<file path="src/rtl/keypad_pkg.sv">
// Shared types and constant tables for the 4x4 matrix keypad scanner.
package keypad_pkg;

  typedef enum logic [1:0] {
    SCAN       = 2'd0,
    DB_PRESS   = 2'd1,
    HELD       = 2'd2,
    DB_RELEASE = 2'd3
  } state_t;

  // Indexed [row][col]
  localparam logic [3:0] KEY_MAP [4][4] = '{
    '{4'h1, 4'h2, 4'h3, 4'hA},
    '{4'h4, 4'h5, 4'h6, 4'hB},
    '{4'h7, 4'h8, 4'h9, 4'hC},
    '{4'hE, 4'h0, 4'hF, 4'hD}
  };

  localparam logic [3:0] COL_DRIVE [4] = '{4'b1110, 4'b1101, 4'b1011, 4'b0111};

  function automatic logic one_low(input logic [3:0] r);
    return (r == 4'b1110) || (r == 4'b1101) || (r == 4'b1011) || (r == 4'b0111);
  endfunction

  function automatic logic [1:0] low_index(input logic [3:0] r);
    logic [1:0] idx;
    idx = 2'd0;
    case (r)
      4'b1101: idx = 2'd1;
      4'b1011: idx = 2'd2;
      4'b0111: idx = 2'd3;
      default: idx = 2'd0;
    endcase
    return idx;
  endfunction

endpackage

</file>
<file path="src/rtl/sync_2ff.sv">
// Two-flop synchronizer for asynchronous inputs; 2-cycle latency, no backpressure.
module sync_2ff #(
  parameter int               WIDTH     = 1,
  parameter logic [WIDTH-1:0] RESET_VAL = '0
) (
  input  logic             clk,
  input  logic             reset,
  input  logic [WIDTH-1:0] d,
  output logic [WIDTH-1:0] q
);

  logic [WIDTH-1:0] meta;

  always_ff @(posedge clk or posedge reset) begin
    if (reset) begin
      meta <= RESET_VAL;
      q    <= RESET_VAL;
    end else begin
      meta <= d;
      q    <= meta;
    end
  end

endmodule

</file>
<file path="src/rtl/keypad_scanner.sv">
// 4x4 keypad column strober with press/release debounce; one key_valid per press.
// Press latency 2 + DEBOUNCE_CYCLES + 1 cycles from the row sampling low; no backpressure.
module keypad_scanner
  import keypad_pkg::*;
#(
  parameter int SCAN_DWELL      = 4800,
  parameter int DEBOUNCE_CYCLES = 48000
) (
  input  logic       clk,
  input  logic       reset,
  input  logic [3:0] row_n,
  output logic [3:0] col_n,
  output logic [3:0] key_code,
  output logic       key_valid,
  output logic       key_held
);

  localparam int DW = (SCAN_DWELL > 1) ? $clog2(SCAN_DWELL) : 1;
  localparam int BW = (DEBOUNCE_CYCLES > 1) ? $clog2(DEBOUNCE_CYCLES) : 1;
  localparam logic [DW-1:0] DWELL_LAST = DW'(SCAN_DWELL - 1);
  localparam logic [BW-1:0] DB_LAST    = BW'(DEBOUNCE_CYCLES - 1);

  state_t        state;
  logic [3:0]    row_s;
  logic [3:0]    row_pat;
  logic [1:0]    row_idx;
  logic [1:0]    col_idx;
  logic [1:0]    col_next;
  logic [DW-1:0] dwell_cnt;
  logic [BW-1:0] db_cnt;
  logic          row_up;

  sync_2ff #(.WIDTH(4), .RESET_VAL(4'b1111)) u_row_sync (
    .clk   (clk),
    .reset (reset),
    .d     (row_n),
    .q     (row_s)
  );

  assign col_next = col_idx + 2'd1;
  assign row_up   = row_s[row_idx];

  always_ff @(posedge clk or posedge reset) begin
    if (reset) begin
      state     <= SCAN;
      col_idx   <= 2'd0;
      col_n     <= 4'b1110;
      row_idx   <= 2'd0;
      row_pat   <= 4'b1111;
      dwell_cnt <= '0;
      db_cnt    <= '0;
      key_code  <= 4'h0;
      key_valid <= 1'b0;
      key_held  <= 1'b0;
    end else begin
      key_valid <= 1'b0;
      case (state)
        SCAN: begin
          if (dwell_cnt == DWELL_LAST) begin
            dwell_cnt <= '0;
            if (one_low(row_s)) begin
              row_idx <= low_index(row_s);
              row_pat <= row_s;
              db_cnt  <= '0;
              state   <= DB_PRESS;
            end else begin
              col_idx <= col_next;
              col_n   <= COL_DRIVE[col_next];
            end
          end else begin
            dwell_cnt <= dwell_cnt + 1'b1;
          end
        end
        DB_PRESS: begin
          // Any deviation from the latched pattern restarts scanning on this column
          if (row_s != row_pat) begin
            dwell_cnt <= '0;
            state     <= SCAN;
          end else if (db_cnt == DB_LAST) begin
            key_code  <= KEY_MAP[row_idx][col_idx];
            key_valid <= 1'b1;
            key_held  <= 1'b1;
            state     <= HELD;
          end else begin
            db_cnt <= db_cnt + 1'b1;
          end
        end
        HELD: begin
          if (row_up) begin
            db_cnt <= '0;
            state  <= DB_RELEASE;
          end
        end
        DB_RELEASE: begin
          if (!row_up) begin
            state <= HELD;
          end else if (db_cnt == DB_LAST) begin
            key_held  <= 1'b0;
            col_idx   <= col_next;
            col_n     <= COL_DRIVE[col_next];
            dwell_cnt <= '0;
            state     <= SCAN;
          end else begin
            db_cnt <= db_cnt + 1'b1;
          end
        end
        default: state <= SCAN;
      endcase
    end
  end

endmodule

</file>
<file path="config.mk">
export PLATFORM = sky130hd
export DESIGN_NAME = keypad_scanner
export DESIGN_NICKNAME = d
export VERILOG_FILES = /design/src/rtl/keypad_pkg.sv /design/src/rtl/sync_2ff.sv /design/src/rtl/keypad_scanner.sv
export SDC_FILE = /design/constraint.sdc
export NUM_CORES = 1
export LEC_CHECK = 0
export BUFFER_PORTS_ARGS = -buffer_cell sky130_fd_sc_hd__buf_2
export CORE_AREA = 2 2 80 74
export CTS_CLUSTER_DIAMETER = 150
export DETAILED_ROUTE_END_ITERATION = 8
export DIE_AREA = 0 0 82 76
export GPL_TIMING_DRIVEN = 0
export PLACE_DENSITY = 0.74
export SETUP_SLACK_MARGIN = 0.05
export SYNTH_ARGS = -nofsm -noshare
export SYNTH_HDL_FRONTEND = slang
export SYNTH_HIERARCHICAL = 1
export SYNTH_SLANG_ARGS = --single-unit
</file>
<file path="constraint.sdc">
create_clock -name clk -period 2.46 [get_ports clk]
set_clock_uncertainty 0.05 [all_clocks]
set_input_delay 0.123 -clock clk [delete_from_list [all_inputs] [get_ports clk]]
set_output_delay 0.123 -clock clk [all_outputs]
set_load 0.1 [all_outputs]
</file>
[Yosys cells after proc, flatten, opt, wreduce, memory -nomap -nowiden]
Cells that the tools add are included.
W data, S select, Z words.
Storage, ports and cells
  register bits after elaboration: 57
  output and inout port bits: 10
  word-level logic and storage cells: 108
  bits of input ports: 6
Cells by class
  reduce and logical (&&, ||, !) cells: 14
  $add $sub $neg: 3
  bitwise operators: 4
  order comparisons: 4
  eq/ne operators: 21
  mux-type cells: 50
Operator list (count)
  $mux W16: 8
  $pmux W16 S4: 1
  $mux W13: 4
  $pmux W13 S3: 1
  $bmux W16 S2: 1
  $mux W4: 8
  $mux W2: 11
  $reduce_and A5 Y1: 4
  $ne A2 B2 Y1 const B: 9
  $add A16 B1 Y16 const B: 1
  $bmux W4 S2: 2
  $eq A16 B16 Y1 const B: 1
  $add A13 B1 Y13 const B: 1
  $eq A13 B13 Y1 const B: 1
  $eq A4 B4 Y1 const B: 3
  $ge A3 B3 Y1 const B: 3
  $not A2 Y3: 3
  $mux W1: 8
  $pmux W2 S4: 1
  $pmux W4 S2: 1
  $ne A3 B3 Y1 const B: 2
  $pmux W2 S3: 1
  $reduce_and A3 Y1: 2
  $eq A2 B2 Y1 const B: 2
  14 further kinds: 17

[Logic depth before layout (Yosys ltp)]
Gate-level depths: netlist of run 1.
  depth in word-level cells: 8
  depth in mapped cells: 7
  gate-level depth less buffers: 6

[Hierarchy]
The synthesis of run 1 kept the hierarchy.
By module, submodules not included
  keypad_scanner: instances 1, area an instance 2827.7 um^2, cells an instance 280
  sync_2ff: instances 1, area an instance 214.0 um^2, cells an instance 9

[Least setup slack after synthesis of run 1]
OpenSTA, ideal clock, no wires.
  kind: register to register
  start point: register db_cnt[0]
  end point: register col_idx[1]
  buffers on the path: 1
  stages on the path, launching flop included: 7
  setup slack: 0.243 ns
  setup time: 0.125 ns
  arrival time: 2.043 ns
  path through: dfrtp_1 -> ha_1 -> nand3_1 -> nor4_2 -> a32o_1 -> buf_2 -> mux2_2
Between the ends
  longest elaborated chain between the ends: 3
Ends and longest elaborated chain
  start, declared: line keypad_scanner.sv:30  | logic [BW-1:0] db_cnt;
  start signal, assigned: line keypad_scanner.sv:85  | db_cnt <= db_cnt + 1'b1;
  start signal, assigned: line keypad_scanner.sv:104  | db_cnt <= db_cnt + 1'b1;
  $eq A16 B16 Y1: line keypad_scanner.sv:97  | end else if (db_cnt == DB_LAST) begin
  $ne A2 B2 Y1 (no source line)
  $reduce_and A5 Y1 (no source line)
  end signal, assigned: line keypad_scanner.sv:67  | col_idx <= col_next;
  end signal, assigned: line keypad_scanner.sv:99  | col_idx <= col_next;
  end, declared: line keypad_scanner.sv:27  | logic [1:0] col_idx;
No other way between the ends.
A chain may end at the register's enable or synchronous reset.

[Worst setup path in the final report of run 1]
  start point: register dwell_cnt[6]
  end point: register col_idx[1]
Between the ends
  longest elaborated chain between the ends: 3
Ends and longest elaborated chain
  start, declared: line keypad_scanner.sv:29  | logic [DW-1:0] dwell_cnt;
  start signal, assigned: line keypad_scanner.sv:71  | dwell_cnt <= dwell_cnt + 1'b1;
  $eq A13 B13 Y1: line keypad_scanner.sv:59  | if (dwell_cnt == DWELL_LAST) begin
  $ne A2 B2 Y1 (no source line)
  $reduce_and A5 Y1 (no source line)
No other way between the ends.

==> impl_metrics.tcl, run 1 <==
set metrics [dict create \
    crit_fanout 6 \
    port_buffers 15 \
    hpwl_um 4190 \
    die_h_um 76 \
    detail_route.vias_per_cell 6.01 \
    clockBufferDepth 2 \
    synth_common_cells "dfrtp_1 (42), a31oi_1 (32), nand2_1 (19)" \
    arrival_ns 2.50 \
    final_hold_viol_count 0 \
    rsz0062_at_grt "false" \
    syn_nets 301 \
    synth_edf_count 0 \
    wire_per_inst_um 15.8 \
    cp.required_ns 2.63 \
    antenna_found_initial 0 \
    start_util_pct 55.7 \
    grt_usage_pct 22.1 \
    cp_slowest_cell "or3b_1" \
    ys_types 52 \
    pre_cts_ws_ns -0.0809 \
    grt_start_max_net_pins 31 \
    syn_area_sq_mm 0.00304 \
    worst_slew_pin_slew_ns 0.549 \
    fmax_ghz 0.430 \
    relSlewSlack_pct 63.4 \
    ir_drop_mv 0.339 \
    io_pins 16 \
    ant_nets 0 \
    vias 2410 \
    async_flop_share_pct 100 \
    antenna_cells 0 \
    final_nets 338 \
    ys_ff_latch 57 \
    synth_ff_type "dfrtp_1" \
    yosysTopAreaCell "dfrtp_1" \
    p_per_area_mw_per_mm2 500 \
    core_sq_mm 0.00547 \
    cts_buffers 9 \
    row_count 26 \
    synth.area.top_cells "dfrtp_1 (35%), dfstp_2 (13%), a31oi_1 (6.6%)" \
    layout-drive-gt1-share_pct 26.0 \
    synth_most_common_cell "dfrtp_1" \
    grt_pass1_wl_um 10600 \
    fill_cells 434 \
    clkSinkCount 57 \
    grt.overflow.total 0 \
    period_minus_slack_ns 2.33 \
    setup_tns_ns 0 \
    htreeDepth 3 \
    dr.pass1.iters 5 \
    drt_iter0_drc 284 \
    setup_viol 0 \
    drv_cap 0 \
    multiInputGateArea_sq_mm 0.00152 \
    cts_root_buf "clkbuf_8" \
    gp_congestion 0.844 \
    cp-end-kind "flop" \
    place_inst 375 \
    tritoncts "done" \
    die_area_sq_mm 0.00623 \
    hp-class "input port to asynchronous set/reset pin" \
    synthCells 289 \
    status "complete, no violations" \
    p_leak_nw 1.56 \
    die_w_um 82 \
    clock_latency_ns 0.34 \
    worst-setup-path-type "flop to flop" \
    grt_pass1_vias 2304 \
    drc 0 \
    seq_area_sq_mm 0.00145 \
    syn_to_final_growth_pct 16.0 \
    power_w 0.00176 \
    yosysSeqAreaShare_pct 47.5 \
    drv_slew 0 \
    path_cells "or3b_1 > nor4_4 > or3_4 > a32o_1 > buf_2 > mux2_2" \
    post-route-period-util_pct 94.5 \
    stdcell_count 401 \
    synth_area_per_cell_sq_um 10.5 \
    synth.top_cell.area_share_pct 34.6 \
    wirelength_um 6350 \
    synth_warnings 6 \
    clk_pin_slew_ns 0.07 \
    whs_ns 0.296 \
    critPathMaxStageDelay_ns 0.44 \
    fin_ws_ns 0.135 \
    worstSetupStartpointType "flop" \
]
cell families (layout without fill, tap and decap cells):
family	after synthesis	in the layout	synth area share, %
multiplexers	19	19	7.36
AND/OR/NAND/NOR	99	99	19.8
buffers and inverters	27	69	3.99
XOR/XNOR	9	9	2.59
flip-flops	57	57	47.5
adder cells (fa/ha/maj)	6	6	2.47
AO/OA/AOI/OAI	72	72	16.3
critical path, delay by kind of cell (launching register included):
kind | cells | cell delay [ns]
simple gates | 3 | 1.04
flops | 1 | 0.43
compound gates | 1 | 0.13
mux | 1 | 0.36
buf+inv | 1 | 0.20
layer usage:
layer  GRT usage, %  wire, um  up-vias
met5              0         0        -
met4           9.67       131        0
met3           3.55       274       14
met2           33.5      2980       72
met1           31.1      2960     1174
li1               -         -     1150
path summary, 6_finish.rpt:
check                             endpoint                from  cells past startpoint  slack (ns)
hold reg to reg            u_row_sync/q[2]  u_row_sync/meta[2]                      0        0.31
setup reg to reg                col_idx[1]        dwell_cnt[6]                      6        0.13
min in group clk           u_row_sync/q[2]  u_row_sync/meta[2]                      0        0.31
max in group asynchronous         col_n[3]               reset                      4        1.47
hold / removal                   db_cnt[8]               reset                      3        0.30
setup / recovery                col_idx[1]        dwell_cnt[6]                      6        0.13
placed cells by master, fill, tap and decap left out, types with 2 or more instances in the layout:
master | Yosys | final
ha_1 | 6 | 6
nand4bb_1 | 2 | 2
and4_1 | 2 | 2
nand3_1 | 13 | 12
a22o_1 | 2 | 2
nor2_1 | 8 | 8
clkinv_2 | 0 | 4
xor2_1 | 7 | 7
and2_1 | 5 | 5
o21ai_0 | 8 | 8
buf_2 | 4 | 19
dfstp_2 | 15 | 15
a221o_1 | 2 | 2
clkbuf_8 | 0 | 10
buf_6 | 2 | 2
mux2i_1 | 6 | 6
xnor2_1 | 2 | 2
dlygate4sd3_1 | 0 | 5
a31oi_1 | 32 | 32
and3_1 | 10 | 10
inv_1 | 11 | 10
and4b_1 | 2 | 2
a21oi_1 | 12 | 11
nand4_1 | 3 | 3
clkbuf_1 | 9 | 10
nor4_4 | 2 | 4
dfrtp_1 | 42 | 41
nor3_1 | 11 | 11
mux2_2 | 11 | 11
nand2_1 | 19 | 19
a211o_1 | 2 | 2
or3_1 | 5 | 4
nand2b_1 | 9 | 9
buf_4 | 0 | 5
power by group:
part / switching, W / internal, W
combinational: 0.0000331 / 0.0000235
clock: 0.000364 / 0.000386
sequential: 0.00000578 / 0.000950
total: 0.000403 / 0.00136
area by class of cell:
type | count | area share [%]
repair buffers | 26 | 5.18
multi-input cells | 205 | 43.2
clock buffers | 12 | 4.11
clock inverters | 4 | 0.567
flip-flops and latches | 57 | 41.0
plain buffers | 16 | 2.30
inverters | 11 | 1.17
well taps | 70 | 2.48
flip-flops by register name, summed over array words and instances, names as in the netlist:
signal / cells
col_idx: 2
col_n: 4
db_cnt: 16
dwell_cnt: 13
key_code: 4
key_held: 1
key_valid: 1
row_idx: 2
row_pat: 4
state: 2
u_row_sync/meta: 4
u_row_sync/q: 4
timing repair:
action | 4_1_cts | 5_1_grt
setup buffers | 2 | 3
resized for setup | 2 | 9
hold endpoints to repair | 27 | 0
hold buffers | 5 | 0
pin swaps | 2 | 2
endpoints found under the setup margin | 18 | 15
metrics by stage:
step,instance area (sq um),util [%]
4_1_cts,3470,63.5
3_3_place_gp,3200,58.6
3_5_place_dp,3220,59.0
6_report,3530,64.6
2_1_floorplan,3040,-
5_1_grt,3530,64.6
No activity file was read; power rests on OpenSTA's default activity.
==> inputs of run 2 (changes only) <==
--- a/config.mk
+++ b/config.mk
@@ -7,11 +7,13 @@
 export LEC_CHECK = 0
 export BUFFER_PORTS_ARGS = -buffer_cell sky130_fd_sc_hd__buf_2
 export CORE_AREA = 2 2 80 74
+export CTS_BUF_LIST = sky130_fd_sc_hd__clkbuf_16
 export CTS_CLUSTER_DIAMETER = 150
 export DETAILED_ROUTE_END_ITERATION = 8
 export DIE_AREA = 0 0 82 76
 export GPL_TIMING_DRIVEN = 0
 export PLACE_DENSITY = 0.74
+export RECOVER_POWER = 50
 export SETUP_SLACK_MARGIN = 0.05
 export SYNTH_ARGS = -nofsm -noshare
 export SYNTH_HDL_FRONTEND = slang
==> impl_metrics.tcl, run 2 (synthesis gave the netlist of run 1 again) <==
set metrics [dict create \
    status "complete, no violations" \
    row_count 26 \
    place_inst 375 \
    placed_cell_area_sq_mm 0.00322 \
    multiInputGateArea_sq_mm 0.00153 \
    die_w_um 82 \
    arrival_ns 2.48 \
    grt.overflow.total 0 \
    clk_pin_slew_ns 0.05 \
    antenna_found_initial 0 \
    largest_reg_flops 16 \
    hpwl_um 4190 \
    reg_top3 "db_cnt x16, dwell_cnt x13" \
    clockBufferDepth 2 \
    stdcell_count 401 \
    r2r-start "dwell_cnt[7]" \
    cts_root_buf "clkbuf_16" \
    pre_cts_ws_ns -0.0809 \
    relSlewSlack_pct 48.9 \
    cp_slowest_cell "dfrtp_1" \
    core_sq_mm 0.00547 \
    wirelength_um 6400 \
    worst-setup-path-type "flop to flop" \
    vias 2432 \
    final_hold_viol_count 0 \
    worstSetupStartpointType "flop" \
    final_nets 338 \
    fin_ws_ns 0.138 \
    grt_start_max_net_pins 31 \
    drv_cap 0 \
    hold_depth 0 \
    period_minus_slack_ns 2.32 \
    seq_area_sq_mm 0.00145 \
    start_util_pct 55.7 \
    io_pins 16 \
    syn_to_final_growth_pct 18.5 \
    detail_route.vias_per_cell 6.06 \
    drt_iter0_drc 358 \
    p_per_area_mw_per_mm2 575 \
    fmax_ghz 0.431 \
    drc 0 \
    ir_drop_mv 0.417 \
    cp_num_cells 6 \
    critPathBufInv 1 \
    final_common_cell "dfrtp_1" \
    final_util_pct 66.0 \
    gp_congestion 0.844 \
    path_delay_family "simple AND/OR/NAND/NOR gates" \
    tritoncts "done" \
    whs_endpoint "u_row_sync/q[2]" \
    regMostFlops "db_cnt" \
    post-route-period-util_pct 94.4 \
    most-common-layout-cells "dfrtp_1 (42), a31oi_1 (32), nand2_1 (19)" \
    layout-drive-gt1-share_pct 25.1 \
    grt_pass1_vias 2346 \
    power_w 0.00207 \
    dr.pass1.iters 5 \
    reg2regPathDepth 6 \
    path_cells "or3b_1 > nor4_4 > or3_4 > a32o_1 > buf_2 > mux2_2" \
    p_leak_nw 1.61 \
    ant_nets 0 \
    cts_buffers 9 \
    drv_slew 0 \
    hp-class "flop to flop" \
    clkSinkCount 57 \
    port_buffers 15 \
    die_h_um 76 \
    cp.required_ns 2.62 \
    cp-end-kind "flop" \
    grt_pass1_wl_um 10800 \
    wire_per_inst_um 16.0 \
    antenna_cells 0 \
    crit_fanout 8 \
    fill_cells 417 \
    critPathMaxStageDelay_ns 0.45 \
    setup_viol 0 \
    rrSetupSlack_ns 0.14 \
    die_area_sq_mm 0.00623 \
    timing.rr.end "col_idx[1]" \
    htreeDepth 3 \
    grt_usage_pct 22.5 \
    fin_area_sq_mm 0.00360 \
    min-delay-start "u_row_sync/meta[2]" \
    worst_slew_pin_slew_ns 0.765 \
    clock_latency_ns 0.33 \
]
-- run 2: what timing repair did --
item	in CTS	in global routing
hold buffers	5	0
buffers inserted	2	3
endpoints found under the hold margin	27	0
setup endpoints to repair	13	17
pin swaps	2	2
resized for setup	2	9
-- run 2: how the worst max path moves through the flow --
stage	startpoint	end
3_3_place_gp	db_cnt[0]	col_idx[1]
5_1_grt	db_cnt[0]	dwell_cnt[3]
6_report	dwell_cnt[7]	col_idx[1]
3_5_place_dp	db_cnt[0]	col_idx[1]
2_1_floorplan	db_cnt[0]	col_idx[1]
4_1_cts	dwell_cnt[0]	col_idx[1]
-- run 2: final cells by class --
class                      count  share of cell area (%)
timing repair buffer          26                    4.62
clock inverter                 7                   0.868
sequential                    57                    40.1
tap                           70                    2.43
multi-input combinational    205                    42.3
inverter                      11                    1.15
buffer                        16                    2.26
clock buffer                   9                    6.25
-- run 2: where the power goes --
| group | internal, W | total, W | switching (W) |
|---|---|---|---|
| registers | 0.000952 | 0.000958 | 0.00000582 |
| clock network | 0.000660 | 0.00106 | 0.000402 |
| logic | 0.0000205 | 0.0000536 | 0.0000331 |
-- run 2: routing by layer --
layer | vias to the layer above | global-route usage, % | part of all wire, %
met1 | 1188 | 31.2 | 46
met3 | 13 | 3.91 | 4.0
li1 | 1157 | - | -
met2 | 74 | 34.5 | 48
met5 | - | 0 | 0
met4 | 0 | 9.83 | 2.0
-- run 2: through the flow --
step           TNS (ns)  hold slack (ns)
6_report              0            0.304
5_1_grt        -0.00268            0.306
4_1_cts               0            0.306
3_5_place_dp     -0.107            0.112
3_3_place_gp    -0.0372            0.179
2_1_floorplan         0           0.0775
==> inputs of run 3 (changes only) <==
--- a/config.mk
+++ b/config.mk
@@ -6,6 +6,7 @@
 export NUM_CORES = 1
 export LEC_CHECK = 0
 export BUFFER_PORTS_ARGS = -buffer_cell sky130_fd_sc_hd__buf_2
+export CAP_MARGIN = 10
 export CORE_AREA = 2 2 80 74
 export CTS_BUF_LIST = sky130_fd_sc_hd__clkbuf_16
 export CTS_CLUSTER_DIAMETER = 150
==> constraint.sdc (replaced) <==
create_clock -name clk -period 2.2 [get_ports clk]
set_clock_uncertainty 0.05 [all_clocks]
set_input_delay 0.11 -clock clk [delete_from_list [all_inputs] [get_ports clk]]
set_output_delay 0.11 -clock clk [all_outputs]
set_load 0.1 [all_outputs]
==> impl_metrics.tcl, run 3 (synthesis gave the netlist of run 1 again) <==
set metrics [dict create \
    status "complete, no violations" \
    regMostFlops "db_cnt" \
    drt_iter0_drc 229 \
    arrival_ns 2.30 \
    antenna_cells 0 \
    grt_pass1_wl_um 11800 \
    multiInputGateArea_sq_mm 0.00163 \
    final_hold_viol_count 0 \
    worstSetupStartpointType "flop" \
    p_int_w 0.00197 \
    clock_latency_ns 0.33 \
    die_w_um 82 \
    crit_fanout 6 \
    ir_drop_mv 0.550 \
    power_w 0.00250 \
    drv_cap 0 \
    layout-drive-gt1-share_pct 33.8 \
    hpwl_um 4260 \
    vias 2565 \
    syn_to_final_growth_pct 27.2 \
    setup_viol 0 \
    most-common-layout-cells "dfrtp_1 (40), a31oi_1 (31), buf_4 (19)" \
    relSlewSlack_pct 34.4 \
    grt_pass1_vias 2417 \
    worst_slew_pin_slew_ns 0.984 \
    port_buffers 15 \
    setup_tns_ns 0 \
    grt_start_max_net_pins 26 \
    wirelength_um 7070 \
    seqPwrFrac_pct 42.8 \
    clockBufferDepth 2 \
    detail_route.vias_per_cell 6.21 \
    largest_reg_flops 16 \
    core_sq_mm 0.00547 \
    cp-end-kind "flop" \
    p_per_area_mw_per_mm2 647 \
    htreeDepth 3 \
    final_nets 350 \
    fin_ws_ns 0.0652 \
    cp.required_ns 2.36 \
    grt.overflow.total 0 \
    antenna_found_initial 0 \
    p_leak_nw 1.68 \
    seq_area_sq_mm 0.00145 \
    reg_top3 "db_cnt x16, dwell_cnt x13" \
    cts_buffers 9 \
    pwr-share-clk_pct 54.4 \
    die_h_um 76 \
    drc 0 \
    period_minus_slack_ns 2.13 \
    ant_nets 0 \
    die_area_sq_mm 0.00623 \
    post-route-period-util_pct 97.0 \
    grt_usage_pct 24.5 \
    gp_congestion 0.843 \
    hp-class "flop to flop" \
    io_pins 16 \
    power_frac_comb_pct 2.8 \
    cts_root_buf "clkbuf_16" \
    wire_per_inst_um 17.1 \
    pre_cts_ws_ns -0.298 \
    rsz0062_at_grt "true" \
    start_util_pct 55.7 \
    tritoncts "done" \
    p_sw_share_pct 21.5 \
    clkSinkCount 57 \
    worst-setup-path-type "flop to flop" \
    fill_cells 364 \
    clk_pin_slew_ns 0.05 \
    fmax_ghz 0.468 \
    drv_slew 0 \
    dr.pass1.iters 4 \
    row_count 26 \
    final_util_pct 70.8 \
    final_common_cell "dfrtp_1" \
    p_sw_w 0.000539 \
]
run 3: cell count changes in the layout (fill, tap and decap cells not counted), sizes merged:
cell | previous run | this run
buf | 26 | 39
bufinv | 0 | 1
clkbuf | 20 | 19
clkinv | 5 | 3
clkinvlp | 0 | 3
inv | 13 | 11
run 3: path summary, 6_finish.rpt:
check / start / endpoint / slack [ns] / depth (start not counted)
max in group asynchronous: reset / db_cnt[10] / 0.40 / 4
min reg2reg: u_row_sync/meta[3] / u_row_sync/q[3] / 0.31 / 0
min in group asynchronous: reset / u_row_sync/meta[1] / 0.45 / 3
min: u_row_sync/meta[3] / u_row_sync/q[3] / 0.31 / 0
max reg2reg: dwell_cnt[10] / col_idx[1] / 0.07 / 6
max: dwell_cnt[10] / col_idx[1] / 0.07 / 6
run 3: final cells by class:
class | count | share of cell area, %
clock inverter | 7 | 1.84
tap | 70 | 2.26
inverter | 11 | 1.07
timing repair buffer | 39 | 7.15
sequential | 57 | 37.4
buffer | 15 | 2.39
clock buffer | 9 | 5.82
multi-input combinational | 205 | 42.0
run 3: through the flow:
step                      instances  hold slack (ns)  area [sq um]
final                           413            0.306          3870
after global routing            413            0.311          3870
after CTS                       405            0.307          3710
after detailed placement        375            0.157          3230
after global placement          374            0.166          3210
after floorplan                 289           0.0645          3050
run 3: power by group through the flow:
stage	registers [W]	logic (W)	clock network [W]
3_3_place_gp	0.00109	0.0000517	0
5_1_grt	0.00107	0.0000788	0.00143
3_5_place_dp	0.00109	0.0000571	0
6_report	0.00107	0.0000706	0.00136
2_1_floorplan	0.00109	0.0000380	0
4_1_cts	0.00107	0.0000660	0.00137
run 3: layer usage:
| layer | GRT usage [%] | share of wire, % | vias to the layer above |
|---|---|---|---|
| met5 | 0 | 0 | - |
| met4 | 8.00 | 1.2 | 0 |
| met3 | 5.81 | 5.5 | 12 |
| met2 | 36.8 | 48 | 89 |
| met1 | 35.1 | 45 | 1279 |
| li1 | - | - | 1185 |
run 3: timing repair:
action | 4_1_cts | 5_1_grt
hold buffers | 5 | 0
buffers inserted | 9 | 9
resized for setup | 17 | 19
hold endpoints to repair | 32 | 0
pin swaps | 6 | 7
setup endpoints to repair | 46 | 36
run 3: critical path, cell delays in order (launching register included):
cell,delay (ns)
dfrtp_1,0.41
or3b_4,0.39
nor4_4,0.37
or3_4,0.19
a32o_1,0.14
buf_6,0.14
mux2_2,0.33
